### config.mk
export PLATFORM = sky130hd
export DESIGN_NAME = zeroriscy_mmult_pack
export DESIGN_NICKNAME = d
export VERILOG_FILES = /design/src/rtl/zeroriscy_mmult_pack.sv
export SDC_FILE = /design/constraint.sdc
export NUM_CORES = 1
export LEC_CHECK = 0
export CAP_MARGIN = 20
export CORE_UTILIZATION = 48
export DETAILED_ROUTE_END_ITERATION = 8
export PLACE_DENSITY = 0.76
export SLEW_MARGIN = 20
export SYNTH_ARGS = -nofsm -noshare
export SYNTH_HDL_FRONTEND = slang
export SYNTH_SLANG_ARGS = --single-unit
export TNS_END_PERCENT = 10
### constraint.sdc
create_clock -name clk -period 2.75 [get_ports clk]
set_input_delay 0.55 -clock clk [delete_from_list [all_inputs] [get_ports clk]]
set_output_delay 0.55 -clock clk [all_outputs]
set_load 0.03 [all_outputs]
### src/rtl/zeroriscy_mmult_pack.sv
// Requantises mmult int16 lane pairs to int8 and packs two input words per 32-bit output,
// buffered in a small FIFO. Define ZERORISCY_PACK_RELU_EN to clamp negative lanes to zero.
module zeroriscy_mmult_pack #(
  parameter int unsigned FIFO_DEPTH = 4
) (
  input  logic        clk,
  input  logic        rst,
  input  logic        in_valid_i,
  input  logic [31:0] in_data_i,
  output logic        in_ready_o,
  input  logic [3:0]  cfg_shift_i,
  input  logic        flush_i,
  output logic        out_valid_o,
  output logic [31:0] out_data_o,
  input  logic        out_ready_i,
  output logic        sat_o,
  input  logic        sat_clr_i,
  output logic        idle_o
);

  localparam int unsigned PtrW = (FIFO_DEPTH > 1) ? $clog2(FIFO_DEPTH) : 1;
  localparam int unsigned CntW = $clog2(FIFO_DEPTH + 1);

  // Returns {saturated, int8}; ReLU clamping never counts as saturation.
  function automatic logic [8:0] lane_conv(input logic [15:0] lane, input logic [3:0] sh);
    logic signed [16:0] ext;
    logic signed [16:0] bias;
    logic signed [16:0] val;
    logic               sat;
    logic [7:0]         b;
    ext  = signed'({lane[15], lane});
    bias = (sh != 4'd0) ? (17'sd1 <<< (sh - 4'd1)) : 17'sd0;
    val  = (ext + bias) >>> sh;
`ifdef ZERORISCY_PACK_RELU_EN
    if (val < 17'sd0) begin
      b   = 8'h00;
      sat = 1'b0;
    end else if (val > 17'sd127) begin
      b   = 8'h7f;
      sat = 1'b1;
    end else begin
      b   = val[7:0];
      sat = 1'b0;
    end
`else
    if (val > 17'sd127) begin
      b   = 8'h7f;
      sat = 1'b1;
    end else if (val < -17'sd128) begin
      b   = 8'h80;
      sat = 1'b1;
    end else begin
      b   = val[7:0];
      sat = 1'b0;
    end
`endif
    return {sat, b};
  endfunction

  logic [31:0]     mem_q [FIFO_DEPTH];
  logic [PtrW-1:0] wptr_q, wptr_d, rptr_q, rptr_d;
  logic [CntW-1:0] count_q, count_d;
  logic [15:0]     hold_q, hold_d;
  logic            half_q, half_d;
  logic            flush_pend_q, flush_pend_d;
  logic            sat_q, sat_d;

  logic        full, accept, push, pop, flush_push;
  logic [8:0]  conv0, conv1;
  logic [31:0] push_data;

  always_comb begin
    full        = (count_q == CntW'(FIFO_DEPTH));
    in_ready_o  = ~flush_pend_q & (~half_q | ~full);
    accept      = in_valid_i & in_ready_o;
    conv0       = lane_conv(in_data_i[31:16], cfg_shift_i);
    conv1       = lane_conv(in_data_i[15:0], cfg_shift_i);
    flush_push  = flush_pend_q & half_q & ~full;
    push        = (accept & half_q) | flush_push;
    push_data   = flush_push ? {hold_q, 16'h0000} : {hold_q, conv0[7:0], conv1[7:0]};
    out_valid_o = (count_q != '0);
    pop         = out_valid_o & out_ready_i;
    out_data_o  = mem_q[rptr_q];
    sat_o       = sat_q;
    idle_o      = ~half_q & ~flush_pend_q & (count_q == '0);
  end

  always_comb begin
    half_d = half_q;
    if (accept)          half_d = ~half_q;
    else if (flush_push) half_d = 1'b0;

    hold_d = (accept & ~half_q) ? {conv0[7:0], conv1[7:0]} : hold_q;

    // A flush raised alongside an accept is evaluated against the updated half flag next cycle.
    flush_pend_d = flush_pend_q;
    if (flush_i)                                flush_pend_d = 1'b1;
    else if (flush_pend_q & (~half_q | ~full))  flush_pend_d = 1'b0;

    sat_d = sat_q;
    if (accept & (conv0[8] | conv1[8])) sat_d = 1'b1;
    else if (sat_clr_i)                 sat_d = 1'b0;

    wptr_d = push ? wptr_q + PtrW'(1) : wptr_q;
    rptr_d = pop  ? rptr_q + PtrW'(1) : rptr_q;
    case ({push, pop})
      2'b10:   count_d = count_q + CntW'(1);
      2'b01:   count_d = count_q - CntW'(1);
      default: count_d = count_q;
    endcase
  end

  always_ff @(posedge clk or posedge rst) begin
    if (rst) begin
      wptr_q       <= '0;
      rptr_q       <= '0;
      count_q      <= '0;
      hold_q       <= '0;
      half_q       <= 1'b0;
      flush_pend_q <= 1'b0;
      sat_q        <= 1'b0;
    end else begin
      wptr_q       <= wptr_d;
      rptr_q       <= rptr_d;
      count_q      <= count_d;
      hold_q       <= hold_d;
      half_q       <= half_d;
      flush_pend_q <= flush_pend_d;
      sat_q        <= sat_d;
    end
  end

  // Storage needs no reset: entries are only visible once counted.
  always_ff @(posedge clk) begin
    if (push) mem_q[wptr_q] <= push_data;
  end

endmodule

# After elaboration in Yosys (flattened, before gate mapping)
# Memory sizes are Yosys's and may differ from the RTL's.
# Index checks and enable logic that the tools add are counted.
[word_totals] ff_bits=26 mem_count=1 ram_bits=128
[memory_table] name="mem_q" words=4 word_bits=32 read_ports=1 rd_clocked_by_memory_dff=0 write_ports=1 line_no="60" source="logic [31:0] mem_q [FIFO_DEPTH];"
[classes] bitwise=17 eq_ne=3 shifts=3 n_reduce_logical=7 magnitude_cmp=4 n_mux=19 add_sub_neg=7
[op_table] operator="16-bit by 17-bit adder with 17-bit output" n=2
[op_table] operator="17-bit by 8-bit greater-than comparator with 1-bit output (second input constant)" n=2
[op_table] operator="17-bit by 8-bit less-than comparator with 1-bit output (second input constant)" n=2
[op_table] operator="17-bit by 4-bit >>> shifter with 17-bit output" n=2
[op_table] operator="8-bit two-way mux" n=4
[op_table] operator="17-bit two-way mux" n=1
[op_table] operator="2-bit by 4-bit <<< shifter with 17-bit output (first input constant)" n=1
[op_table] operator="16-bit two-way mux" n=1
[op_table] operator="1-bit two-way mux" n=12
[op_table] operator="1-bit AND" n=11
[op_table] operator="2-bit nonzero test" n=4
[op_table] operator="3-bit case mux with 2 select lines" n=1
[op_table] operator="2-bit by 1-bit adder with 2-bit output (second input constant)" n=2
[op_table] operator="4-bit nonzero test" n=1
[op_table] operator="4-bit by 1-bit subtractor with 4-bit output (second input constant)" n=1
[op_table] operator="3-bit by 1-bit adder with 3-bit output (second input constant)" n=1
[op_table] operator="3-bit equality test (second input constant)" n=1
[op_table] operator="3-bit logical NOT" n=1
[op_table] operator="1-bit NOT" n=3
[op_table] operator="1-bit OR" n=3
[op_table] operator="3-bit nonzero test" n=1
[op_table] operator="3-bit by 1-bit subtractor with 3-bit output (second input constant)" n=1
[op_table] operator="2-bit by 1-bit equality test with 1-bit output (second input constant)" n=1
[op_table] operator="2-bit equality test (second input constant)" n=1

# Depth between registers and ports, before layout
# Gate-level depths: netlist (run 1).
[depth] ltp_word=11 depth_mapped=24 mapped_depth_nobuf=16

# Worst setup path before layout (run 1)
# No wires, ideal clock.
[synth_timing] path_type="input to register" from="input cfg_shift_i[2]" to="memory mem_q[0][9], data pin" n_path_buf=8 setup_time_ns=0.276 stages=22 arrival_time_ns=5.789 t_required_ns=2.474 setup_slack_ns=-3.315 path_cell_list="buf_2 buf_2 clkbuf_1 clkbuf_1 buf_1 clkbuf_1 clkbuf_1 nand2_1 nor2_1 ha_1 clkbuf_1 a21oi_1 o21ai_0 a311o_1 a2111oi_1 nor3_2 mux2i_2 o2111ai_1 or4_1 o31a_1 a31oi_1 nor2_1"
[synth_between] elab_chain_len=9
[synth_rtl] item="from (decl)" line_no="11" source="input logic [3:0] cfg_shift_i,"
[synth_rtl] item="4-bit by 1-bit subtractor with 4-bit output" line_no="32" source="bias = (sh != 4'd0) ? (17'sd1 <<< (sh - 4'd1)) : 17'sd0;"
[synth_rtl] item="2-bit by 4-bit <<< shifter with 17-bit output" line_no="32"
[synth_rtl] item="17-bit two-way mux" line_no="32"
[synth_rtl] item="16-bit by 17-bit adder with 17-bit output" line_no="33" source="val = (ext + bias) >>> sh;"
[synth_rtl] item="17-bit by 4-bit >>> shifter with 17-bit output (*)" line_no="33"
[synth_rtl] item="17-bit by 8-bit less-than comparator with 1-bit output" line_no="49" source="end else if (val < -17'sd128) begin"
[synth_rtl] item="8-bit two-way mux" line_no="49"
[synth_rtl] item="8-bit two-way mux (*)" line_no="46" source="if (val > 17'sd127) begin"
[synth_rtl] item="16-bit two-way mux (*)" line_no="80" source="push_data = flush_push ? {hold_q, 16'h0000} : {hold_q, conv0[7:0], conv1[7:0]};"
[synth_rtl] item="named net push_data[9]" line_no="70" source="logic [31:0] push_data;"
[synth_rtl] item="to (decl)" line_no="60"
# The timed path passes the listed nets; every way through them passes the cells marked *.

# Final worst setup path (run 1)
[layout_timing] from="input in_data_i[6]" to="memory mem_q[0][4], data pin"
[layout_between] elab_chain_len=6
[layout_rtl] item="from (decl)" line_no="9" source="input logic [31:0] in_data_i,"
[layout_rtl] item="16-bit by 17-bit adder with 17-bit output (*)" line_no="33"
[layout_rtl] item="17-bit by 4-bit >>> shifter with 17-bit output (*)" line_no="33"
[layout_rtl] item="17-bit by 8-bit less-than comparator with 1-bit output" line_no="49"
[layout_rtl] item="8-bit two-way mux" line_no="49"
[layout_rtl] item="8-bit two-way mux (*)" line_no="46"
[layout_rtl] item="16-bit two-way mux (*)" line_no="80"
[layout_rtl] item="named net push_data[4]" line_no="70"
# Marks and branches as above.

==> results.rst, run 1 <==
.. list-table::
   :header-rows: 1

   * - Metric
     - Value
   * - Global-route usage over all layers
     - 29.9%
   * - GR Overflow Total
     - 0
   * - Horizontal die dimension
     - about 150 um
   * - HPWL after detailed placement
     - about 23 mm
   * - Result of the run
     - complete, but fails checks
   * - Ports placed on the boundary
     - 78
   * - Violated checks
     - setup timing
   * - Syn_area_per_cell
     - roughly 10 sq um
   * - Post-route ant nets
     - 0
   * - Initial Utilization
     - 49.6%
   * - Arrival time reported for the critical path endpoint
     - 4.23 ns
   * - Max transition margin
     - 63.9%
   * - Power density over cell area
     - about 650 nW/um^2
   * - Final setup margin
     - -1.33 ns
   * - Min-Delay Path Class
     - primary input to async pin
   * - Final Max Tran Viols
     - 0
   * - Total Die Area
     - 22700 sq um
   * - Vias in the first global route
     - 9814
   * - Fraction of final layout cells sized beyond drive strength 1
     - 40.2%
   * - Number of synthesized flops with an enable pin
     - 128
   * - Uppermost layer routed
     - met4
   * - Worst Max-Slew Pin Slew
     - 0.538 ns
   * - Skew-Pair Late Insertion Delay
     - ~0.42 ns
   * - Number of buffers inserted by port buffering
     - a little under 80
   * - Clock Path Buffers
     - 2
   * - Antenna diode count
     - 0
   * - Most common cell type on the critical path
     - sky130_fd_sc_hd__buf_4
   * - Unrepaired setup endpoints after global routing
     - true
   * - Hold violation total from the final report
     - 0
   * - Routed met3 length
     - 2.03 mm
   * - Vias per inst
     - 6.07
   * - Detailed Route Iter0 Violations
     - 935
   * - Nature of the critical path endpoint
     - flip-flop
   * - Inserted Clock Buffers
     - 17
   * - Area delta synth->final
     - 43.6%
   * - Ys Warns
     - 0
   * - Number of antenna violations at the first check in global routing
     - 0
   * - Clock-pin slew reported for the worst setup and hold paths after clock tree synthesis
     - 0.06 ns
   * - Core Box Area
     - 21400 sq um
   * - Synth area leader
     - sky130_fd_sc_hd__edfxtp_1
   * - Total leakage power
     - 5.99 nW
   * - Number of max-capacitance violations reported
     - 0
   * - CTS Root Buffer Type
     - sky130_fd_sc_hd__clkbuf_16
   * - First-pass GRT wire length
     - 51.8 mm
   * - Maximum vdd drop
     - 0.410 mV
   * - Post-layout power
     - 9.91 mW
   * - Crit-path max FO
     - 8
   * - Share of synthesized flip-flops with an asynchronous set or reset
     - 16.9%
   * - Commonest non-fill, non-tap cell in the layout
     - sky130_fd_sc_hd__buf_4
   * - Layout Utilization
     - 71.2%
   * - Setup Viol. Count Final
     - 81
   * - Pin count of the biggest net entering global routing
     - 45
   * - Share of the clock period used by the worst path
     - 148%
   * - List of cells traversed by the critical path
     - clkdlybuf4s50_1 > nor4bb_2 > o211ai_1 > a31o_2 > o31ai_4 > buf_4 > a211o_1 > buf_4 > nor3_1 > o22a_1 > buf_4 > o41ai_4 > a31oi_4 > a21oi_2 > nor2_2
   * - Post-synthesis instance area
     - 10600 sq um
   * - Post-detailed-route DRC marker count
     - 0
   * - Main area contributors after synthesis
     - sky130_fd_sc_hd__edfxtp_1 (36%), sky130_fd_sc_hd__mux4_2 (8.1%), sky130_fd_sc_hd__dfrtp_1 (6.1%)
   * - Top-area cell type share of the netlist area
     - 36.3%
   * - Worst setup SP type
     - primary input
   * - Die height
     - roughly 150 um
   * - Routed metal-1 wirelength
     - around 13 mm
   * - Finished Layout Cells
     - approximately 1700
   * - Placer Congestion
     - 0.983
   * - Synth Flop Type
     - sky130_fd_sc_hd__edfxtp_1
   * - Clock net sink count
     - ~150
   * - Cell count after placement
     - 1598
   * - Stage delay of the slowest cell on the critical path
     - 0.49 ns
   * - Site row count
     - 53
   * - Commonest non-fill, non-tap cells in the layout
     - sky130_fd_sc_hd__buf_4 (324), sky130_fd_sc_hd__edfxtp_1 (128), sky130_fd_sc_hd__nand2_1 (86), sky130_fd_sc_hd__nor2_1 (73), sky130_fd_sc_hd__a21oi_1 (43)
   * - Routed WL per cell
     - 19.7 um
   * - Max Clock Freq
     - 245 MHz
   * - Number of standard cells after synthesis
     - 1022
   * - Portion of the post-synthesis area used by sequential elements
     - a little over two fifths
   * - Clock tree from TritonCTS
     - done
   * - Crit path time final
     - approximately 4.1 ns
   * - Number of iterations in the first detailed-routing pass
     - 5
   * - Cell with the biggest individual delay on the critical path
     - sky130_fd_sc_hd__clkdlybuf4s50_1
   * - Unique masters post-synth
     - 96
   * - CTS H-tree lvls
     - 4
   * - Drt total wl
     - 32.5 mm
   * - Worst endpoint required time
     - 2.91 ns
   * - Yosys reg bits
     - roughly 150
   * - Setup Skew
     - between 0.01 and 0.015 ns
   * - Sum of met2 wire segment lengths after detailed routing
     - 16.3 mm
   * - Number of vias in the routed layout
     - 10022
   * - Setup Crit Path Kind
     - primary input to flip-flop
   * - Net count of the finished layout
     - 1432
==> timing repair <==
action / 4_1_cts / 5_1_grt
gates cloned: 1 / 0
endpoints found under the setup margin: 81 / 81
setup buffers: 18 / 1
resized for setup: 119 / 12
hold buffers: 0 / 0
pin swaps: 54 / 1
==> final timing paths <==
| check | startpoint | endpoint | slack, ns | cells after the start |
|---|---|---|---|---|
| max reg2reg | count_q[0] | count_q[2] | 0.73 | 10 |
| max | in_data_i[6] | mem_q[0][4] | -1.33 | 15 |
| min | rst | rptr_q[1] | 0.49 | 3 |
| min reg2reg | count_q[2] | count_q[2] | 0.49 | 1 |
| max in group asynchronous | rst | rptr_q[0] | 1.98 | 3 |
| min in group clk | count_q[2] | count_q[2] | 0.49 | 1 |
==> metrics by stage <==
stage	worst slack, ns	hold slack (ns)	setup TNS (ns)	cell area, sq um
global route	-1.49	0.523	-104.31	15200
detailed placement	-2.12	0.483	-145.69	13900
floorplan	-2.07	0.448	-151.03	11000
CTS	-1.22	0.491	-83.86	15100
finish	-1.33	0.487	-91.17	15200
global placement	-2.09	0.470	-141.99	13900
==> cell families (layout without fill, tap and decap cells) <==
logic type / count (synthesis) / in the layout / share of synthesized area, %
xor+xnor: 39 / 39 / 3.35
buf+inv: 91 / 443 / 3.37
fa+ha+maj: 29 / 29 / 3.47
compound gates: 299 / 299 / 20.1
flops: 154 / 154 / 42.4
simple gates: 340 / 340 / 16.1
mux: 69 / 69 / 11.1
other cells: 1 / 2 / 0.0354
==> report_power, final <==
| part | switching (mW) | total [mW] | internal (mW) |
|---|---|---|---|
| logic | 2.36 | 4.27 | 1.91 |
| registers | 0.256 | 3.36 | 3.10 |
| clock network | 0.863 | 2.28 | 1.41 |
| total | 3.48 | 9.91 | 6.43 |
==> cell type report <==
type | count | area [sq um]
well taps | 275 | 344
clock buffers | 19 | 433
clock inverters | 13 | 153
multi-input cells | 778 | 6460
fillers | 1511 | 6140
repair buffers | 389 | 3240
inverters | 22 | 87.6
flip-flops and latches | 154 | 4500
==> critical path, delay by kind of cell <==
family,cells,cell delay (ns)
buf+inv,4,1.00
simple gates,3,0.48
compound gates,8,2.18
==> state kept, by name, indices dropped and copies added (netlist names) <==
name	cells
count_q	3
flush_pend_q	1
half_q	1
hold_q	16
mem_q	128
rptr_q	2
sat_o	1
wptr_q	2
==> cell usage after synthesis, drive strengths merged (5+ instances only) <==
library cell	number
a31o	6
nor3	33
and3	13
o21ai	62
edfxtp	128
o2111ai	11
inv	22
xor2	16
and2	14
or2	8
nor4	10
o22ai	7
o2bb2ai	5
xnor2	22
a21oi	54
o31ai	13
mux2	9
clkbuf	49
o21a	10
nand2	94
a22oi	6
nand4	10
nor2	93
ha	27
a211o	6
mux2i	22
a2111oi	6
a21o	12
o211ai	17
or3	11
a31oi	13
a211oi	21
and4	5
mux4	38
o211a	5
buf	20
dfrtp	26
nand3	17
nor2b	6
==> per-layer routing <==
layer,vias to the layer above,GRT usage (%)
li1,4675,-
met2,459,51.8
met5,-,0
met4,0,12.4
met3,66,3.55
met1,4822,37.8
(Power assumes the default switching activity.)
==> inputs of run 2 (changes only) <==
Settings changed: CAP_MARGIN 20 to 0, CORE_UTILIZATION 48 to 50, PLACE_DENSITY 0.76 to 0.79.
==> run 2 against run 1 <==
  * The run still ends with setup timing left
  * Core utilization increased by 3.4 points
  * Fmax decreased by 0.81%
  * Clock skew increased by 0.0038 ns
  * Non-clock buffer count increased by 4
  * Clock power decreased by 3%
  * Global-route usage increased by 2.1 points
  * Clock-buffer cell count decreased by 2
  * Combinational power increased by 2%
  * Die area decreased by 3.9%
  * Worst setup slack got worse by 0.033 ns
  * Largest cell class unchanged
==> results.rst, run 2 (synthesized netlist as in run 1, its figures left out) <==
.. list-table::
   :header-rows: 1

   * - Metric
     - Value
   * - Final Max Tran Viols
     - 0 (unchanged)
   * - Drt total wl
     - 34.9 mm (+7.4%)
   * - Min-Delay Path Class
     - primary input to async pin
   * - Clock tree from TritonCTS
     - done
   * - Global-route usage over all layers
     - 32.0% (+2.1 points)
   * - Setup TNS
     - -95.23 ns (-4.06 ns)
   * - Share of the clock period used by the worst path
     - 150% (+1.2 points)
   * - Number of antenna violations at the first check in global routing
     - 0 (unchanged)
   * - Crit-path max FO
     - 8 (unchanged)
   * - Setup Viol. Count Final
     - 81 (unchanged)
   * - Crit path buf inv count
     - 5 (+1)
   * - Area delta synth->final
     - 44.4%
   * - Final setup margin
     - -1.36 ns (-0.0332 ns)
   * - Largest registers
     - mem_q (128), hold_q (16), count_q (3)
   * - Vias in the first global route
     - 10134 (+3.3%)
   * - Setup Crit Path Kind
     - primary input to flip-flop
   * - Switching fraction of total power
     - 36.9% (+1.8 points)
   * - Post-route ant nets
     - 0 (unchanged)
   * - Skew-Pair Late Insertion Delay
     - 0.43 ns (about the same)
   * - CTS H-tree lvls
     - 4 (unchanged)
   * - Max transition margin
     - 61.5% (-2.4 points)
   * - Worst Reg2Reg Path Length in Cells
     - 8 (-2)
   * - Maximum vdd drop
     - 0.490 mV (+20%)
   * - Worst Max-Slew Pin Slew
     - 0.573 ns (+0.0349 ns)
   * - Clock-pin slew reported for the worst setup and hold paths after clock tree synthesis
     - 0.07 ns (about the same)
   * - Total Die Area
     - 21800 sq um (-3.9%)
   * - Flip-flop count of the largest register after layout
     - 128 (unchanged)
   * - Worst setup SP type
     - primary input
   * - Number of vias in the routed layout
     - 10349 (+3.3%)
   * - Net load switching power
     - 3.68 mW (+5.8%)
   * - Hold violation total from the final report
     - 0 (unchanged)
   * - Reg power frac
     - 34.1% (+0.2 points)
   * - Ports placed on the boundary
     - 78 (unchanged)
   * - Internal Power
     - 6.29 mW (-2.2%)
   * - First-pass GRT wire length
     - 53.8 mm (+3.9%)
   * - CTS Root Buffer Type
     - sky130_fd_sc_hd__clkbuf_16
   * - Count of hold-fix buffers inserted at cts
     - 0 (unchanged)
   * - Max Clock Freq
     - 243 MHz (-0.81%)
   * - Unrepaired setup endpoints after global routing
     - true
   * - Top register by number of flip-flops
     - mem_q
   * - Worst endpoint required time
     - 2.91 ns (about the same)
   * - Horizontal die dimension
     - 148 um (-2.0%)
   * - Crit path time final
     - 4.11 ns (+0.0332 ns)
   * - Number of buffers inserted by port buffering
     - 77 (unchanged)
   * - Multi-input logic area
     - 6570 sq um (+1.6%)
   * - Power density over cell area
     - 652 nW/um^2 (about the same)
   * - Die height
     - 148 um (-2.0%)
   * - Relative contribution of the clock network to total power
     - 22.2% (-0.8 points)
   * - Inserted Clock Buffers
     - 17 (unchanged)
   * - Pre-CTS worst setup slack
     - -2.13 ns (-0.00876 ns)
   * - Vias per inst
     - 6.28 (+3.3%)
   * - Post-layout power
     - 9.97 mW (+0.62%)
   * - Post-route cell area
     - 15300 sq um (+0.58%)
   * - List of cells traversed by the critical path
     - buf_4 > inv_2 > buf_4 > nand2_2 > nor2_4 > ha_4 > a21oi_4 > o21ai_2 > buf_4 > a21oi_4 > o31ai_2 > nor4_2 > buf_4 > nand4_1 > nor2_2 > a221oi_2 > or4_1 > o31a_4 > a211oi_4 > nor3_4
   * - Total leakage power
     - 6.02 nW (+0.58%)
   * - Fillers
     - 1337 (-12%)
   * - Routed WL per cell
     - 21.2 um (+7.5%)
   * - Cell with the biggest individual delay on the critical path
     - sky130_fd_sc_hd__or4_1
   * - Core Box Area
     - 20500 sq um (-4.0%)
   * - Comb power frac
     - 43.7% (+0.6 points)
   * - Net count of the finished layout
     - 1436 (+0.28%)
   * - Post-DP Area
     - 13800 sq um (-0.35%)
   * - Nature of the critical path endpoint
     - flip-flop
   * - Commonest non-fill, non-tap cell in the layout
     - sky130_fd_sc_hd__buf_4
   * - Most common cell type on the critical path
     - sky130_fd_sc_hd__buf_4
   * - Number of max-capacitance violations reported
     - 0 (unchanged)
   * - Site row count
     - 52 (-1.9%)
   * - HPWL after detailed placement
     - 23.9 mm (+1.9%)
   * - Number of iterations in the first detailed-routing pass
     - 5 (unchanged)
   * - Detailed Route Iter0 Violations
     - 775 (-17%)
   * - Fraction of final layout cells sized beyond drive strength 1
     - 42.3% (+2.1 points)
   * - Arrival time reported for the critical path endpoint
     - 4.27 ns (+0.04 ns)
   * - Clock net sink count
     - 154 (unchanged)
   * - Antenna diode count
     - 0 (unchanged)
   * - Stage delay of the slowest cell on the critical path
     - 0.54 ns (+0.05 ns)
   * - Stages on the worst setup path
     - 20 (+5)
   * - Violated checks
     - setup timing
   * - Layout Utilization
     - 74.7% (+3.4 points)
   * - Post-detailed-route DRC marker count
     - 0 (unchanged)
   * - Commonest non-fill, non-tap cells in the layout
     - sky130_fd_sc_hd__buf_4 (328), sky130_fd_sc_hd__edfxtp_1 (128), sky130_fd_sc_hd__nand2_1 (87), sky130_fd_sc_hd__nor2_1 (72), sky130_fd_sc_hd__a21oi_1 (39)
   * - Register area
     - 4500 sq um (unchanged)
   * - Initial Utilization
     - 51.7% (+2.1 points)
   * - GR Overflow Total
     - 0 (unchanged)
   * - Result of the run
     - complete, but fails checks
   * - Pin count of the biggest net entering global routing
     - 44 (-2.2%)
   * - Setup Skew
     - 0.0150 ns (+0.00375 ns)
   * - Family of cells with the greatest summed delay on the critical path
     - simple AND/OR/NAND/NOR gates
   * - Placer Congestion
     - 0.950 (-3.3%)
   * - Clock Path Buffers
     - 2 (unchanged)
[run 2: changes by cell type in the layout (fill, tap and decap cells not counted), sizes merged, moves of 2 or more]
cell / previous run / this run
buf: 347 / 351
bufinv: 3 / 1
clkbuf: 19 / 17
clkdlybuf4s50: 38 / 35
clkinv: 7 / 2
clkinvlp: 3 / 7
dlymetal6s2s: 0 / 2
inv: 22 / 27
[run 2: worst register-to-register path: cells and delay by family, from the launching register on]
family	cells	cell delay (ns)
AOI/OAI and AO/OA	1	0.17
buffers and inverters	3	0.24
and+or+nand+nor	2	0.58
DFF	1	0.39
adders and majority gates	2	0.64
[run 2: path summary, 6_finish.rpt]
kind,from,to,slack [ns]
worst min register to register,count_q[2],count_q[2],0.49
worst max register to register,count_q[0],count_q[1],0.66
worst min-delay path,rst,count_q[1],0.47
worst max-delay path,cfg_shift_i[0],mem_q[3][10],-1.36
max in group asynchronous,rst,hold_q[4],1.75
min in group clk,count_q[2],count_q[2],0.49
[run 2: power by group through the flow]
stage	combinational (mW)	sequential (mW)	clock [mW]
6_report	4.36	3.39	2.22
5_1_grt	4.59	3.43	2.30
4_1_cts	4.28	3.39	2.21
3_5_place_dp	4.04	3.42	0
3_3_place_gp	3.94	3.36	0
2_1_floorplan	2.56	3.28	0
[run 2: what timing repair did]
| item | 4_1_cts | 5_1_grt |
|---|---|---|
| pin swaps | 55 | 10 |
| cloned | 1 | 0 |
| setup endpoints to repair | 81 | 83 |
| gates resized for setup | 137 | 20 |
| buffers inserted | 19 | 8 |
| hold endpoints to repair | 0 | 0 |
[run 2: per-layer routing]
metal  routed length (um)  vias up  GRT usage [%]
li1                     -     4673              -
met1                13300     5018           38.8
met2                17700      533           56.1
met3                 2150      125           4.23
met4                 1730        0           15.8
met5                    0        -              0
[run 2: final cells by class]
type,instances,area share (%)
inverters,22,0.556
flip-flops and latches,154,29.4
multi-input cells,778,42.9
clock inverters,15,0.908
repair buffers,393,21.2
clock buffers,17,2.78
well taps,270,2.21
[run 2: metrics by stage]
stage | hold slack, ns | std cells
after floorplan | 0.448 | 1023
after global placement | 0.464 | 1589
after detailed placement | 0.470 | 1589
after CTS | 0.456 | 1641
after global routing | 0.496 | 1649
final | 0.471 | 1649
==> inputs of run 3 (changes only) <==
Settings changed: SLEW_MARGIN 20 to default.
==> results of run 3 <==
No change in the layout: final DEF, timing and power equal those of run 2.
